$ cat config.mk
export PLATFORM = sky130hd
export DESIGN_NAME = mem_port_arbiter_flat
export DESIGN_NICKNAME = d
export VERILOG_FILES = /design/src/rtl/mem_port_arbiter_if.sv /design/src/rtl/mem_port_arbiter.sv /design/src/flat_wrapper.sv
export SDC_FILE = /design/constraint.sdc
export NUM_CORES = 1
export LEC_CHECK = 0
export BUFFER_PORTS_ARGS = -buffer_cell sky130_fd_sc_hd__buf_2
export CORE_MARGIN = 2
export CORE_UTILIZATION = 45
export CTS_CLUSTER_DIAMETER = 30
export DETAILED_ROUTE_END_ITERATION = 8
export GPL_ROUTABILITY_DRIVEN = 0
export PLACE_DENSITY = 0.9
export SYNTH_ARGS = -nofsm -noshare
export SYNTH_HDL_FRONTEND = slang
export SYNTH_SLANG_ARGS = --single-unit
$ cat constraint.sdc
create_clock -name clk -period 2 [get_ports clk]
set_clock_uncertainty 0.15 [all_clocks]
set_input_delay 0 -clock clk [delete_from_list [all_inputs] [get_ports clk]]
set_output_delay 0 -clock clk [all_outputs]
set_load 0.005 [all_outputs]
$ cat src/rtl/mem_port_arbiter_if.sv
// Bus bundle for mem_port_arbiter: both requester ports, the memory port and status.
// slave = arbiter side, master = requesters/memory side.
interface mem_port_arbiter_if #(
  parameter int BITS_DATA = 32,
  parameter int BITS_ADDR = 16
);
  logic                 req0;
  logic                 write0;
  logic [BITS_ADDR-1:0] addr0;
  logic [BITS_DATA-1:0] wdata0;
  logic                 ack0;
  logic [BITS_DATA-1:0] rdata0;

  logic                 req1;
  logic                 write1;
  logic [BITS_ADDR-1:0] addr1;
  logic [BITS_DATA-1:0] wdata1;
  logic                 ack1;
  logic [BITS_DATA-1:0] rdata1;

  logic [BITS_ADDR-1:0] mem_addr;
  logic [BITS_DATA-1:0] mem_wdata;
  logic                 mem_write;
  logic [BITS_DATA-1:0] mem_rdata;

  logic                 busy;
  logic                 gnt_id;

  modport slave (
    input  req0, write0, addr0, wdata0,
    input  req1, write1, addr1, wdata1,
    input  mem_rdata,
    output ack0, rdata0, ack1, rdata1,
    output mem_addr, mem_wdata, mem_write,
    output busy, gnt_id
  );

  modport master (
    output req0, write0, addr0, wdata0,
    output req1, write1, addr1, wdata1,
    output mem_rdata,
    input  ack0, rdata0, ack1, rdata1,
    input  mem_addr, mem_wdata, mem_write,
    input  busy, gnt_id
  );
endinterface

$ cat src/rtl/mem_port_arbiter.sv
// Two-port arbiter/sequencer for the single-port memory: IDLE -> ACCESS -> RESP.
// Define ARB_FIXED_PRIORITY_EN for fixed port-0 priority instead of round-robin.
module mem_port_arbiter #(
  parameter int BITS_DATA = 32,
  parameter int BITS_ADDR = 16
) (
  input  logic            clk,
  input  logic            reset,
  mem_port_arbiter_if.slave bus
);

  typedef enum logic [1:0] {
    IDLE   = 2'd0,
    ACCESS = 2'd1,
    RESP   = 2'd2
  } state_t;

  state_t               state;
  logic                 ack0R;
  logic                 ack1R;
  logic [BITS_DATA-1:0] rdata0R;
  logic [BITS_DATA-1:0] rdata1R;
  logic [BITS_ADDR-1:0] memAddrR;
  logic [BITS_DATA-1:0] memWdataR;
  logic                 memWriteR;
  logic                 busyR;
  logic                 gntIdR;
  logic                 isWrite;
`ifndef ARB_FIXED_PRIORITY_EN
  logic                 rrPtr;
`endif

  logic elig0;
  logic elig1;
  logic anyElig;
  logic pickPort;

  // A port whose ack is high this cycle is skipped, so a requester that drops
  // req on ack is never serviced a second time.
  always_comb begin
    elig0   = bus.req0 & ~ack0R;
    elig1   = bus.req1 & ~ack1R;
    anyElig = elig0 | elig1;
`ifdef ARB_FIXED_PRIORITY_EN
    pickPort = ~elig0;
`else
    pickPort = (elig0 & elig1) ? rrPtr : elig1;
`endif
  end

  always_ff @(posedge clk) begin
    if (reset) begin
      state     <= IDLE;
      ack0R     <= 1'b0;
      ack1R     <= 1'b0;
      rdata0R   <= '0;
      rdata1R   <= '0;
      memAddrR  <= '0;
      memWdataR <= '0;
      memWriteR <= 1'b0;
      busyR     <= 1'b0;
      gntIdR    <= 1'b0;
      isWrite   <= 1'b0;
`ifndef ARB_FIXED_PRIORITY_EN
      rrPtr     <= 1'b0;
`endif
    end else begin
      ack0R <= 1'b0;
      ack1R <= 1'b0;
      case (state)
        IDLE: begin
          if (anyElig) begin
            if (pickPort) begin
              memAddrR  <= bus.addr1;
              memWdataR <= bus.wdata1;
              memWriteR <= bus.write1;
              isWrite   <= bus.write1;
            end else begin
              memAddrR  <= bus.addr0;
              memWdataR <= bus.wdata0;
              memWriteR <= bus.write0;
              isWrite   <= bus.write0;
            end
            gntIdR <= pickPort;
            busyR  <= 1'b1;
            state  <= ACCESS;
          end
        end
        ACCESS: begin
          memWriteR <= 1'b0;
          state     <= RESP;
        end
        RESP: begin
          // mem_addr is still held here, so mem_rdata belongs to this access.
          if (gntIdR) begin
            if (!isWrite) rdata1R <= bus.mem_rdata;
            ack1R <= 1'b1;
          end else begin
            if (!isWrite) rdata0R <= bus.mem_rdata;
            ack0R <= 1'b1;
          end
          busyR <= 1'b0;
`ifndef ARB_FIXED_PRIORITY_EN
          rrPtr <= ~gntIdR;
`endif
          state <= IDLE;
        end
        default: begin
          memWriteR <= 1'b0;
          busyR     <= 1'b0;
          state     <= IDLE;
        end
      endcase
    end
  end

  assign bus.ack0      = ack0R;
  assign bus.ack1      = ack1R;
  assign bus.rdata0    = rdata0R;
  assign bus.rdata1    = rdata1R;
  assign bus.mem_addr  = memAddrR;
  assign bus.mem_wdata = memWdataR;
  assign bus.mem_write = memWriteR;
  assign bus.busy      = busyR;
  assign bus.gnt_id    = gntIdR;

endmodule

$ cat src/flat_wrapper.sv
// flat-port wrapper written by rule: the top's interface ports become plain ports
module mem_port_arbiter_flat 
#(
  parameter int BITS_DATA = 32,
  parameter int BITS_ADDR = 16
)
  (clk, reset, bus_req0, bus_write0, bus_addr0, bus_wdata0, bus_req1, bus_write1, bus_addr1, bus_wdata1, bus_mem_rdata, bus_ack0, bus_rdata0, bus_ack1, bus_rdata1, bus_mem_addr, bus_mem_wdata, bus_mem_write, bus_busy, bus_gnt_id);
  mem_port_arbiter_if #(.BITS_DATA(BITS_DATA), .BITS_ADDR(BITS_ADDR)) bus_i ();
  input  logic clk;
  input  logic reset;
  input wire logic [$bits(bus_i.req0)-1:0] bus_req0;
  input wire logic [$bits(bus_i.write0)-1:0] bus_write0;
  input wire logic [$bits(bus_i.addr0)-1:0] bus_addr0;
  input wire logic [$bits(bus_i.wdata0)-1:0] bus_wdata0;
  input wire logic [$bits(bus_i.req1)-1:0] bus_req1;
  input wire logic [$bits(bus_i.write1)-1:0] bus_write1;
  input wire logic [$bits(bus_i.addr1)-1:0] bus_addr1;
  input wire logic [$bits(bus_i.wdata1)-1:0] bus_wdata1;
  input wire logic [$bits(bus_i.mem_rdata)-1:0] bus_mem_rdata;
  output wire logic [$bits(bus_i.ack0)-1:0] bus_ack0;
  output wire logic [$bits(bus_i.rdata0)-1:0] bus_rdata0;
  output wire logic [$bits(bus_i.ack1)-1:0] bus_ack1;
  output wire logic [$bits(bus_i.rdata1)-1:0] bus_rdata1;
  output wire logic [$bits(bus_i.mem_addr)-1:0] bus_mem_addr;
  output wire logic [$bits(bus_i.mem_wdata)-1:0] bus_mem_wdata;
  output wire logic [$bits(bus_i.mem_write)-1:0] bus_mem_write;
  output wire logic [$bits(bus_i.busy)-1:0] bus_busy;
  output wire logic [$bits(bus_i.gnt_id)-1:0] bus_gnt_id;
  assign bus_i.req0 = bus_req0;
  assign bus_i.write0 = bus_write0;
  assign bus_i.addr0 = bus_addr0;
  assign bus_i.wdata0 = bus_wdata0;
  assign bus_i.req1 = bus_req1;
  assign bus_i.write1 = bus_write1;
  assign bus_i.addr1 = bus_addr1;
  assign bus_i.wdata1 = bus_wdata1;
  assign bus_i.mem_rdata = bus_mem_rdata;
  assign bus_ack0 = bus_i.ack0;
  assign bus_rdata0 = bus_i.rdata0;
  assign bus_ack1 = bus_i.ack1;
  assign bus_rdata1 = bus_i.rdata1;
  assign bus_mem_addr = bus_i.mem_addr;
  assign bus_mem_wdata = bus_i.mem_wdata;
  assign bus_mem_write = bus_i.mem_write;
  assign bus_busy = bus_i.busy;
  assign bus_gnt_id = bus_i.gnt_id;
  mem_port_arbiter #(.BITS_DATA(BITS_DATA), .BITS_ADDR(BITS_ADDR)) u_core (.clk(clk), .reset(reset), .bus(bus_i));
endmodule
## After elaboration in Yosys (flattened, before gate mapping)

Cells that the tools add are included.
Widths: inputs -> output; s select.

- Muxes and demuxes: 12
- Reductions and logical operators: 7
- Bitwise gates (word level): 10
- Equal/unequal tests: 3

Operators by type and width:

| operator | number |
|---|---|
| $mux 32 | 1 |
| $mux 16 | 1 |
| $mux 1 | 6 |
| $not 1->1 | 6 |
| $reduce_and 2->1 | 3 |
| $reduce_and 3->1 | 2 |
| $pmux 1 s2 | 2 |
| $pmux 2 s2 | 1 |
| $and 1x1->1 | 3 |
| $eq 2x1->1 const B | 1 |
| $eq 2x2->1 const B | 1 |
| $logic_not 2->1 | 1 |
| $mux 2 | 1 |
| $ne 2x1->1 const B | 1 |
| $reduce_or 2->1 | 1 |
| $or 1x1->1 | 1 |

- Bits of input ports: 134
- Output and inout port bits: 117
- Word-level logic and storage cells: 44
- Flip-flop bits (word level): 121

## Longest topological paths before layout

Gate-level depths: netlist of run 1.

- Depth after elaboration: 7
- Mapped depth: 6
- Gate-level depth less buffers: 4

## Least setup slack after synthesis of run 1

OpenSTA, ideal clock, no wires.

- Path type: reg-to-reg
- Start point: register u_core.ack0R, in the netlist u_core.bus.ack0
- End point: register u_core.memAddrR[10], in the netlist u_core.bus.mem_addr[10]
- Data arrival time: 1350 ps
- Stages on the path, launching flop included: 6
- Setup slack: 356 ps
- Buffers on the path: 2
- Library setup time: 144 ps
- Cells stage by stage: dfxtp_1 nand2b_1 a211oi_4 buf_2 buf_4 a311oi_2

- Word-level cells in the longest chain between the ends: 5
- Elaborated cells between the ends (all ways): 7
- Those cells by class: mux: 2; bitwise: 4; reduce/logical: 1

RTL lines:

| item | RTL line | source |
|---|---|---|
| from (decl) | mem_port_arbiter.sv:19 | `logic ack0R;` |
| from (signal assigned) | mem_port_arbiter.sv:54 | `ack0R <= 1'b0;` |
| from (signal assigned) | mem_port_arbiter.sv:68 | `ack0R <= 1'b0;` |
| from (signal assigned) | mem_port_arbiter.sv:100 | `ack0R <= 1'b1;` |
| $not 1->1 * | mem_port_arbiter.sv:41 | `elig0 = bus.req0 & ~ack0R;` |
| $and 1x1->1 * | mem_port_arbiter.sv:41 |  |
| $and 1x1->1 | mem_port_arbiter.sv:47 | `pickPort = (elig0 & elig1) ? rrPtr : elig1;` |
| $mux 1 | mem_port_arbiter.sv:47 |  |
| $mux 16 | mem_port_arbiter.sv:73 | `if (pickPort) begin` |
| to (signal assigned) | mem_port_arbiter.sv:74 | `memAddrR <= bus.addr1;` |
| to (signal assigned) | mem_port_arbiter.sv:79 | `memAddrR <= bus.addr0;` |
| to (decl) | mem_port_arbiter.sv:23 | `logic [BITS_ADDR-1:0] memAddrR;` |

Mark *: on every way between the ends. The rest lies on a longest branch, timed or not.
A chain may end at the register's enable or synchronous reset.

## Final worst setup path of run 1

- Start point: register u_core.ack1R, in the netlist u_core.bus.ack1
- End point: register u_core.memWdataR[20], in the netlist u_core.bus.mem_wdata[20]

- Word-level cells in the longest chain between the ends: 5
- Elaborated cells between the ends (all ways): 7
- Those cells by class: mux: 2; bitwise: 4; reduce/logical: 1

RTL lines:

| item | RTL line | source |
|---|---|---|
| from (decl) | mem_port_arbiter.sv:20 | `logic ack1R;` |
| from (signal assigned) | mem_port_arbiter.sv:55 | `ack1R <= 1'b0;` |
| from (signal assigned) | mem_port_arbiter.sv:69 | `ack1R <= 1'b0;` |
| from (signal assigned) | mem_port_arbiter.sv:97 | `ack1R <= 1'b1;` |
| $not 1->1 * | mem_port_arbiter.sv:42 | `elig1 = bus.req1 & ~ack1R;` |
| $and 1x1->1 * | mem_port_arbiter.sv:42 |  |
| $and 1x1->1 | mem_port_arbiter.sv:47 |  |
| $mux 1 | mem_port_arbiter.sv:47 |  |
| $mux 32 | mem_port_arbiter.sv:73 |  |
| to (signal assigned) | mem_port_arbiter.sv:75 | `memWdataR <= bus.wdata1;` |
| to (signal assigned) | mem_port_arbiter.sv:80 | `memWdataR <= bus.wdata0;` |
| to (decl) | mem_port_arbiter.sv:24 | `logic [BITS_DATA-1:0] memWdataR;` |

Marks and branches as above.

==> results of run 1 <==
[metal layers]
metal	share of wire (%)	track usage (%)
met1	35	36.2
met4	7.0	21.8
met5	0	0
met2	48	57.1
met3	9.7	10.0
[worst max path at each step]
stage                          startpoint                       end  slack [ns]  cells after the start
after floorplan           u_core.bus.ack0   u_core.bus.mem_addr[10]        0.36                      5
after global placement    u_core.bus.ack1   u_core.bus.mem_addr[10]        0.12                      4
after detailed placement  u_core.bus.ack1  u_core.bus.mem_wdata[18]        0.01                      4
after CTS                 u_core.bus.ack1  u_core.bus.mem_wdata[18]        0.02                      4
after global routing      u_core.bus.ack1  u_core.bus.mem_wdata[16]       0.007                      5
final                     u_core.bus.ack1  u_core.bus.mem_wdata[20]        0.05                      5
[through the flow]
step	setup slack, ns	total power [mW]	hold slack, ns	instances
after floorplan	0.356	3.14	-0.0140	587
after global placement	0.122	3.53	0.104	935
after detailed placement	0.0138	3.55	0.108	935
after CTS	0.0219	7.09	0.0666	1100
after global routing	0.00709	7.43	0.102	1104
final	0.0523	7.19	0.0981	1104
[cell usage after synthesis]
cell	number	share of area (%)
a211oi_4	1	0.43
a21oi_1	67	7.2
a311oi_1	41	7.7
a311oi_2	8	2.6
a31oi_1	1	0.13
and2_1	1	0.13
and3_1	1	0.13
buf_2	21	2.3
buf_4	3	0.48
clkbuf_1	24	1.9
dfxtp_1	121	52
inv_1	1	0.080
mux2i_1	1	0.21
nand2_1	229	18
nand2b_1	3	0.40
nand2b_2	1	0.19
nor2_1	55	4.4
nor2b_1	1	0.13
nor3_1	1	0.11
nor3_2	1	0.21
nor3b_2	1	0.27
o21ai_0	1	0.11
or3_1	1	0.13
or3b_1	2	0.38
[cells in the final DEF (no fill, tap or decap)]
cell type and count:
a211oi_4 1, a21oi_1 67, a311oi_1 41, a311oi_2 8, a31oi_1 1, and2_4 1, and3_1 1, buf_12 6
buf_2 249, buf_4 5, bufinv_16 5, clkbuf_1 1, clkbuf_16 17, clkbuf_8 2, clkinv_2 1, clkinv_4 3
clkinvlp_4 1, dfxtp_1 121, diode_2 3, dlygate4sd3_1 133, inv_1 1, inv_6 3, mux2i_1 1, nand2_1 229
nand2b_1 3, nand2b_2 1, nor2_1 55, nor2b_1 1, nor3_1 1, nor3_4 1, nor3b_4 1, o21ai_0 1
or3_1 1, or3b_1 2
[what timing repair did]
| action | in CTS | in global routing |
|---|---|---|
| setup endpoints to repair | 0 | 49 |
| gates resized for setup | 0 | 1 |
| setup buffers | 0 | 0 |
| endpoints found under the hold margin | 119 | 0 |
| hold buffers | 133 | 0 |
[state kept, by name (all words and copies together), names as in the netlist]
name / count
u_core.bus.rdata0: 32
u_core.state: 2
u_core.rrPtr: 1
u_core.bus.rdata1: 32
u_core.bus.busy: 1
u_core.isWrite: 1
u_core.bus.ack0: 1
u_core.bus.gnt_id: 1
u_core.bus.mem_wdata: 32
u_core.bus.mem_write: 1
u_core.bus.ack1: 1
u_core.bus.mem_addr: 16
[cell type report]
cell class / instances / area share (%)
Antenna cell: 3 / 0.0933
Clock buffer: 19 / 5.37
Clock inverter: 13 / 2.67
Inverter: 1 / 0.0467
Multi-Input combinational cell: 417 / 25.3
Sequential cell: 121 / 30.1
Tap cell: 136 / 2.12
Timing Repair Buffer: 394 / 34.3
[tightest hold or removal path: cells and delay by family]
family	cells	cell delay, ns
simple gates	2	0.22
compound gates	2	0.18
buf+inv	2	0.29
[logic make-up after synthesis]
| logic type | count (synthesis) |
|---|---|
| compound gates | 119 |
| flops | 121 |
| buf+inv | 49 |
| simple gates | 297 |
| mux | 1 |
[power groups by stage]
stage	Clock, mW	Combinational, mW	Sequential [mW]
floorplan	0	0.428	2.72
global placement	0	0.826	2.70
detailed placement	0	0.840	2.71
CTS	3.39	1.04	2.66
global route	3.50	1.24	2.69
finish	3.33	1.17	2.68
==> flow_summary_export.csv, run 1 <==
group,metric,value,unit
run_status,status,"completed",
hold_path,min_from,"bus_req0",
cells_and_area,syn_to_final_growth,72.5,%
power,leakage,3.68,nW
setup_path,crit_chain,"nand2b_1 > a211oi_4 > buf_12 > nor2_1 > a311oi_1",
setup_path,startpoint_type,"flip-flop",
floorplan,boundaryPins,251,
global_route,grt_max_degree,56,
power,p_switching,1.85,mW
floorplan,start_util,45.8,%
cts,numClockSinks,121,
setup_path,r2r-start,"u_core.bus.ack1",
placement,placed_area,6030,µm²
sta,setup_viol,0,
placement,port_buffers,250,
global_route,grtUsageTotal,33.6,%
sta,period_share,97.4,%
cts,cts_tree,"built",
cells_and_area,fin_util,79.0,%
yosys,netlist_area,4660,µm²
yosys,yosys_warnings,0,
setup_path,critPathArrivalTime,2.17,ns
floorplan,die-area,11200,µm²
cells_and_area,nNetsFinal,1086,
sta,hold_viol_final,0,
route,ant_nets,0,
setup_path,path_delay_family,"compound AO/OA/AOI/OAI gates",
setup_path,reg2regPathDepth,5,
floorplan,die_y,106,µm
global_route,grt_overflow,0,
cells_and_area,multi_input_area,2030,µm²
cts,clock_path_buffers,2,
power,power_frac_comb,16.3,%
setup_path,slowest_stage,"a211oi_4",
setup_path,worstPathBufferInverterCount,1,
yosys,synth_seq_area_share,51.9,%
global_route,grt_pass1_wl,29400,µm
power,intPower,5.34,mW
floorplan,rows,37,
route,vias,6104,
global_route,grt_antenna_before_repair,3,
sta,finalCriticalPeriod,1.95,ns
cells_and_area,register_area,2420,µm²
flow_run,drv_cap,0,
setup_path,path_max_fanout,28,
cells_and_area,final.fill_count,618,
yosys,synth-simple-area-share,25.0,%
yosys,yosys.area_share.xor_xnor,0,%
route,initialDrtViolationCount,489,
route,vias_per_cell,5.53,
route,dr.pass1.iters,8,
sta,maxSlewViolCount,0,
setup_path,cpPeakStageDelay,0.45,ns
power,power.density,893,nW/µm²
yosys,synth_top_family_by_area,"simple AND/OR/NAND/NOR gates",
cells_and_area,fin_area,8050,µm²
power,p_sw_share,25.7,%
yosys,syn_nets,721,
yosys,synth_mux_area_share,0.215,%
hold_path,holdPathEnd,"u_core.isWrite",
cts,clockRootBuffer,"clkbuf_8",
floorplan,core-area,10200,µm²
floorplan,die_w,106,µm
yosys,synthCells,587,
cts,clock_latency,0.49,ns
yosys,synthAdderAreaFrac,0,%
power,seq_power_share,37.3,%
hold_path,hold_path_class,"input pin to flip-flop",
setup_path,cp-end-kind,"flip-flop",
setup_path,ff2ff_setup_slack,0.05,ns
power,irDropWorstVdd,0.521,mV
sta,fmax,513,MHz
yosys,synth-compound-area-share,18.1,%
setup_path,crit_type,"flip-flop to flip-flop",
cts,h-tree-depth,4,
yosys,synth_area_per_cell,7.94,µm²
yosys,yosys_register_bits,121,
global_route,grt_pass1_vias,5974,
placement,dp_hpwl,9440,µm
route,wire_per_inst,18.0,µm
hold_path,whs_path_depth,6,
route,drc,0,
sta,worstMarginPinSlew,0.559,ns
sta,rsz0062_at_grt,"false",
setup_path,r2r_end,"u_core.bus.mem_wdata[20]",
power,p_clk_share,46.3,%
sta,maxSlewHeadroom,62.7,%
yosys,ys_types,24,
cells_and_area,layout-drive-gt1-share,31.6,%
route,drt_wl_total,19900,µm
setup_path,required,2.22,ns
sta,finalSetupTns,0,ns
cts,numCtsBuffers,17,
cts,clk_pin_slew,0.07,ns
Note: power is estimated with default switching activity, not from simulation.
==> run 2: changes to the inputs <==
- CORE_ASPECT_RATIO: unset -> 0.6
==> run 2 against run 1 <==
Against the previous run: routed wire length fell by 11%; cell count fell by 0.63%; via count fell by 5.5%; setup slack improved by 0.10 ns; sequential power barely moved; sequential cell count did not move; combinational power fell by 7%; sequential share of layout area rose by 0.25 points; register-to-register slack improved by 0.10 ns; die area rose by 0.24%; critical path depth did not move; maximum frequency rose by 5.6%; critical path type unchanged; largest power group unchanged.
==> flow_summary_export.csv, run 2 (same netlist as run 1, synthesis figures left out) <==
group,metric,value,unit
power,intPower,5.21,mW
route,dr.pass1.iters,7,
floorplan,start_util,46.7,%
global_route,grt_max_degree,81,
setup_path,cp-end-kind,"flip-flop",
floorplan,die_y,82.9,µm
setup_path,startpoint_type,"flip-flop",
floorplan,boundaryPins,251,
cells_and_area,layout-drive-gt1-share,31.5,%
cells_and_area,fin_util,79.9,%
power,p_clk_share,45.9,%
floorplan,rows,28,
flow_run,drv_cap,0,
setup_path,required,2.13,ns
sta,hold_viol_final,0,
cts,clk_pin_slew,0.06,ns
cells_and_area,fin_area,7980,µm²
floorplan,core-area,9980,µm²
cts,clock_latency,0.39,ns
cts,cts_tree,"built",
sta,finalCriticalPeriod,1.84,ns
power,irDropWorstVdd,0.769,mV
floorplan,die_w,135,µm
cells_and_area,diodes,0,
floorplan,die-area,11200,µm²
hold_path,hold_path_class,"input pin to flip-flop",
sta,worstMarginPinSlew,0.560,ns
global_route,grtUsageTotal,31.9,%
run_status,status,"completed",
cells_and_area,final.fill_count,606,
cts,clock_path_buffers,2,
route,vias_per_cell,5.26,
setup_path,critPathArrivalTime,1.98,ns
power,seq_power_share,38.4,%
placement,placed_area,6020,µm²
route,drt_wl_total,17800,µm
sta,period_share,92.2,%
placement,port_buffers,250,
route,drc,0,
cells_and_area,layout_commonest_cell,"buf_2",
cells_and_area,multi_input_area,2030,µm²
power,p_switching,1.74,mW
sta,rsz0062_at_grt,"false",
cells_and_area,nNetsFinal,1084,
sta,setup_viol,0,
cells_and_area,register_area,2420,µm²
setup_path,path_max_fanout,80,
cts,numCtsBuffers,17,
power,p_sw_share,25.1,%
sta,fmax,542,MHz
setup_path,crit_type,"flip-flop to flip-flop",
sta,maxSlewHeadroom,62.7,%
sta,finalSetupTns,0,ns
global_route,grt_pass1_wl,28300,µm
cts,h-tree-depth,4,
route,ant_nets,0,
power,leakage,3.65,nW
cells_and_area,fin_cells,1097,
placement,dp_hpwl,9640,µm
power,power.density,871,nW/µm²
power,power_frac_comb,15.7,%
sta,maxSlewViolCount,0,
cells_and_area,syn_to_final_growth,71.1,%
global_route,grt_overflow,0,
global_route,grt_pass1_vias,5751,
route,initialDrtViolationCount,455,
cts,numClockSinks,121,
route,wire_per_inst,16.2,µm
route,vias,5767,
placement,post-place-cells,933,
global_route,grt_antenna_before_repair,0,
cells_and_area,layout_common_cells,"buf_2, nand2_1, dlygate4sd3_1",
power,power,6.95,mW
cts,clockRootBuffer,"clkbuf_16",
## run 2: cell count changes in the layout (fill, tap and decap cells not counted)
| cell | change |
|---|---|
| clkbuf_8 | -2 |
| buf_4 | -1 |
| clkbuf_1 | -1 |
| clkinvlp_4 | +1 |
| inv_6 | -1 |
| bufinv_16 | -1 |
| clkinv_4 | +1 |
| diode_2 | -3 |
| clkinv_2 | +1 |
## run 2: final timing paths
check | start | to | slack [ns] | cells past startpoint
max | u_core.bus.ack0 | u_core.bus.mem_addr[0] | 0.16 | 5
min | bus_mem_rdata[13] | u_core.bus.rdata1[13] | 0.25 | 4
max reg2reg | u_core.bus.ack0 | u_core.bus.mem_addr[0] | 0.16 | 5
min reg2reg | u_core.bus.rdata1[2] | u_core.bus.rdata1[2] | 0.30 | 2
## run 2: metrics by stage
step                      hold slack [ns]  setup slack [ns]
after floorplan                   -0.0140             0.356
after global placement              0.104             0.117
after detailed placement            0.109            0.0377
after CTS                           0.233            0.0229
after global routing                0.245            0.0542
final                               0.253             0.155
## run 2: cell type report
type / count / share of cell area [%]
clock inverters: 14 / 2.48
flip-flops and latches: 121 / 30.4
clock buffers: 17 / 5.33
repair buffers: 392 / 34.2
inverters: 1 / 0.0470
well taps: 135 / 2.12
multi-input cells: 417 / 25.5
## run 2: power groups by stage
stage / clock network [mW] / logic, mW / registers [mW]
after floorplan: 0 / 0.428 / 2.72
after global placement: 0 / 0.824 / 2.70
after detailed placement: 0 / 0.837 / 2.71
after CTS: 3.24 / 1.04 / 2.66
after global routing: 3.36 / 1.18 / 2.68
final: 3.19 / 1.09 / 2.67
## run 2: timing repair
item	in CTS	in global routing
setup buffers	0	0
hold endpoints to repair	119	0
setup endpoints to repair	0	50
hold buffers	133	0
resized for setup	0	1
## run 2: worst max-delay path, stage by stage (launching register included)
cell      delay (ns)
dfxtp_1         0.31
nand2b_1        0.19
a211oi_4        0.30
buf_12          0.35
nor2_1          0.10
a311oi_1        0.31
## run 2: layer usage
layer  part of all wire (%)  wire length (µm)  track usage, %  up-vias
li1                       -                 -               -     2693
met1                     38              6760            36.7     2652
met2                     49              8730            53.9      341
met3                    8.6              1520            8.61       81
met4                    4.3               770            17.6        0
met5                      0                 0               0        -
==> run 3: changes to the inputs <==
- clock period: 2 -> 1.7 ns (I/O delays scaled with it)
==> run 3 against run 2 <==
Against the previous run: the run now ends with setup timing left; register-to-register slack worse by 0.31 ns; count of clock-buffer cells in the layout unchanged; critical endpoint is now u_core.bus.mem_wdata[16]; clock power up 17%; highest routed layer unchanged.
==> flow_summary_export.csv, run 3 (same netlist as run 1, synthesis figures left out) <==
group,metric,value,unit
run_status,status,"finished, violations left",
power,power.density,996,nW/µm²
placement,place_ws,-0.0250,ns
cells_and_area,nNetsFinal,1118,
cts,clock_latency,0.40,ns
sta,fmax,539,MHz
flow_run,drv_cap,0,
route,dr.pass1.iters,5,
global_route,grtUsageTotal,32.7,%
placement,post-place-cells,946,
cts,numClockSinks,121,
route,highest_layer,"met4",
global_route,grt_max_degree,48,
route,met2_length,10600,µm
route,vias,6378,
sta,finalCriticalPeriod,1.86,ns
floorplan,rows,28,
cts,clock_path_buffers,2,
setup_path,crit_type,"flip-flop to flip-flop",
placement,port_buffers,250,
sta,period_share,109,%
sta,rsz0062_at_grt,"true",
run_status,violations,"setup timing",
route,met1Wirelength,8070,µm
setup_path,reg2regPathDepth,6,
cells_and_area,layout-drive-gt1-share,37.1,%
setup_path,r2r_end,"u_core.bus.mem_wdata[16]",
setup_path,path_max_fanout,15,
floorplan,boundaryPins,251,
global_route,grt_overflow,0,
cells_and_area,syn_to_final_growth,85.7,%
power,irDropWorstVdd,0.871,mV
sta,worstMarginPinSlew,0.364,ns
route,vias_per_cell,5.63,
sta,layout_setup_ws,-0.156,ns
global_route,grt_pass1_vias,5916,
cts,numCtsBuffers,17,
route,drt_wl_total,22200,µm
setup_path,ff2ff_setup_slack,-0.16,ns
floorplan,start_util,46.7,%
hold_path,whs_path_depth,4,
cts,clk_pin_slew,0.06,ns
hold_path,min_from,"bus_mem_rdata[13]",
setup_path,critPathArrivalTime,1.98,ns
cells_and_area,layout_commonest_cell,"buf_2",
floorplan,die_y,82.9,µm
cells_and_area,fin_cells,1133,
placement,placed_area,6210,µm²
hold_path,hold_path_class,"input pin to flip-flop",
floorplan,core-area,9980,µm²
sta,hold_viol_final,0,
setup_path,required,1.82,ns
route,ant_nets,0,
setup_path,startpoint_type,"flip-flop",
hold_path,holdPathEnd,"u_core.bus.rdata1[13]",
global_route,grt_antenna_before_repair,1,
cts,cts_tree,"built",
route,drc,0,
route,wl_met3,2320,µm
sta,setup_viol,13,
cells_and_area,fin_util,86.7,%
power,leakage,3.94,nW
sta,maxSlewViolCount,0,
route,wire_per_inst,19.6,µm
route,initialDrtViolationCount,524,
setup_path,r2r-start,"u_core.bus.ack0",
setup_path,cp-end-kind,"flip-flop",
cts,h-tree-depth,4,
cts,clockRootBuffer,"clkbuf_16",
floorplan,die_w,135,µm
cells_and_area,layout_common_cells,"buf_2, nand2_1, dlygate4sd3_1",
power,power,8.62,mW
placement,dp_hpwl,10100,µm
sta,maxSlewHeadroom,75.6,%
cells_and_area,fin_area,8660,µm²
global_route,grt_pass1_wl,29400,µm
floorplan,die-area,11200,µm²
-- run 3: repair_timing --
item | 4_1_cts | 5_1_grt
resized for setup | 4 | 36
endpoints found under the setup margin | 14 | 44
cloned | 0 | 11
pin swaps | 2 | 37
hold buffers | 133 | 0
buffers inserted | 2 | 8
endpoints found under the hold margin | 120 | 0
-- run 3: power by group --
group	switching, mW	internal [mW]	total [mW]
logic	0.841	0.889	1.73
clock network	1.40	2.34	3.74
registers	0.128	3.02	3.15
-- run 3: worst max-delay path by stage --
| stage | start | to | slack, ns |
|---|---|---|---|
| after floorplan | u_core.bus.ack0 | u_core.bus.mem_addr[10] | 0.06 |
| final | u_core.bus.ack0 | u_core.bus.mem_wdata[16] | -0.16 |
| after CTS | u_core.bus.ack0 | u_core.bus.mem_addr[4] | 0.02 |
| after global placement | u_core.bus.ack0 | u_core.bus.mem_addr[2] | 0.03 |
| after global routing | u_core.bus.ack0 | u_core.bus.mem_wdata[16] | -0.19 |
| after detailed placement | u_core.rrPtr | u_core.bus.mem_addr[1] | -0.02 |
-- run 3: per-layer routing --
metal	global-route usage, %	up-vias
met5	0	-
met2	54.5	548
li1	-	2771
met3	9.22	134
met1	38.8	2925
met4	16.5	0
-- run 3: critical path, stage by stage, from the launching register on --
cell and delay, ns:
dfxtp_2 0.33, nand2b_4 0.15, a211oi_4 0.33, buf_12 0.19, buf_16 0.15, nor2_1 0.06, a311oi_1 0.36
-- run 3: stage by stage --
stage                     setup TNS [ns]  hold WS (ns)
after detailed placement         -0.0854         0.107
final                             -0.450         0.247
after global routing               -1.38         0.237
after CTS                              0         0.227
after global placement                 0         0.104
after floorplan                        0       -0.0140
-- run 3: area by class of cell --
class                   count  area [µm²]
clock inverters            15         191
multi-input cells         417        2180
well taps                 135         169
fillers                   492        1330
flip-flops and latches    121        2430
clock buffers              17         425
repair buffers            426        3270
inverters                   1        3.75
diodes                      1        2.50
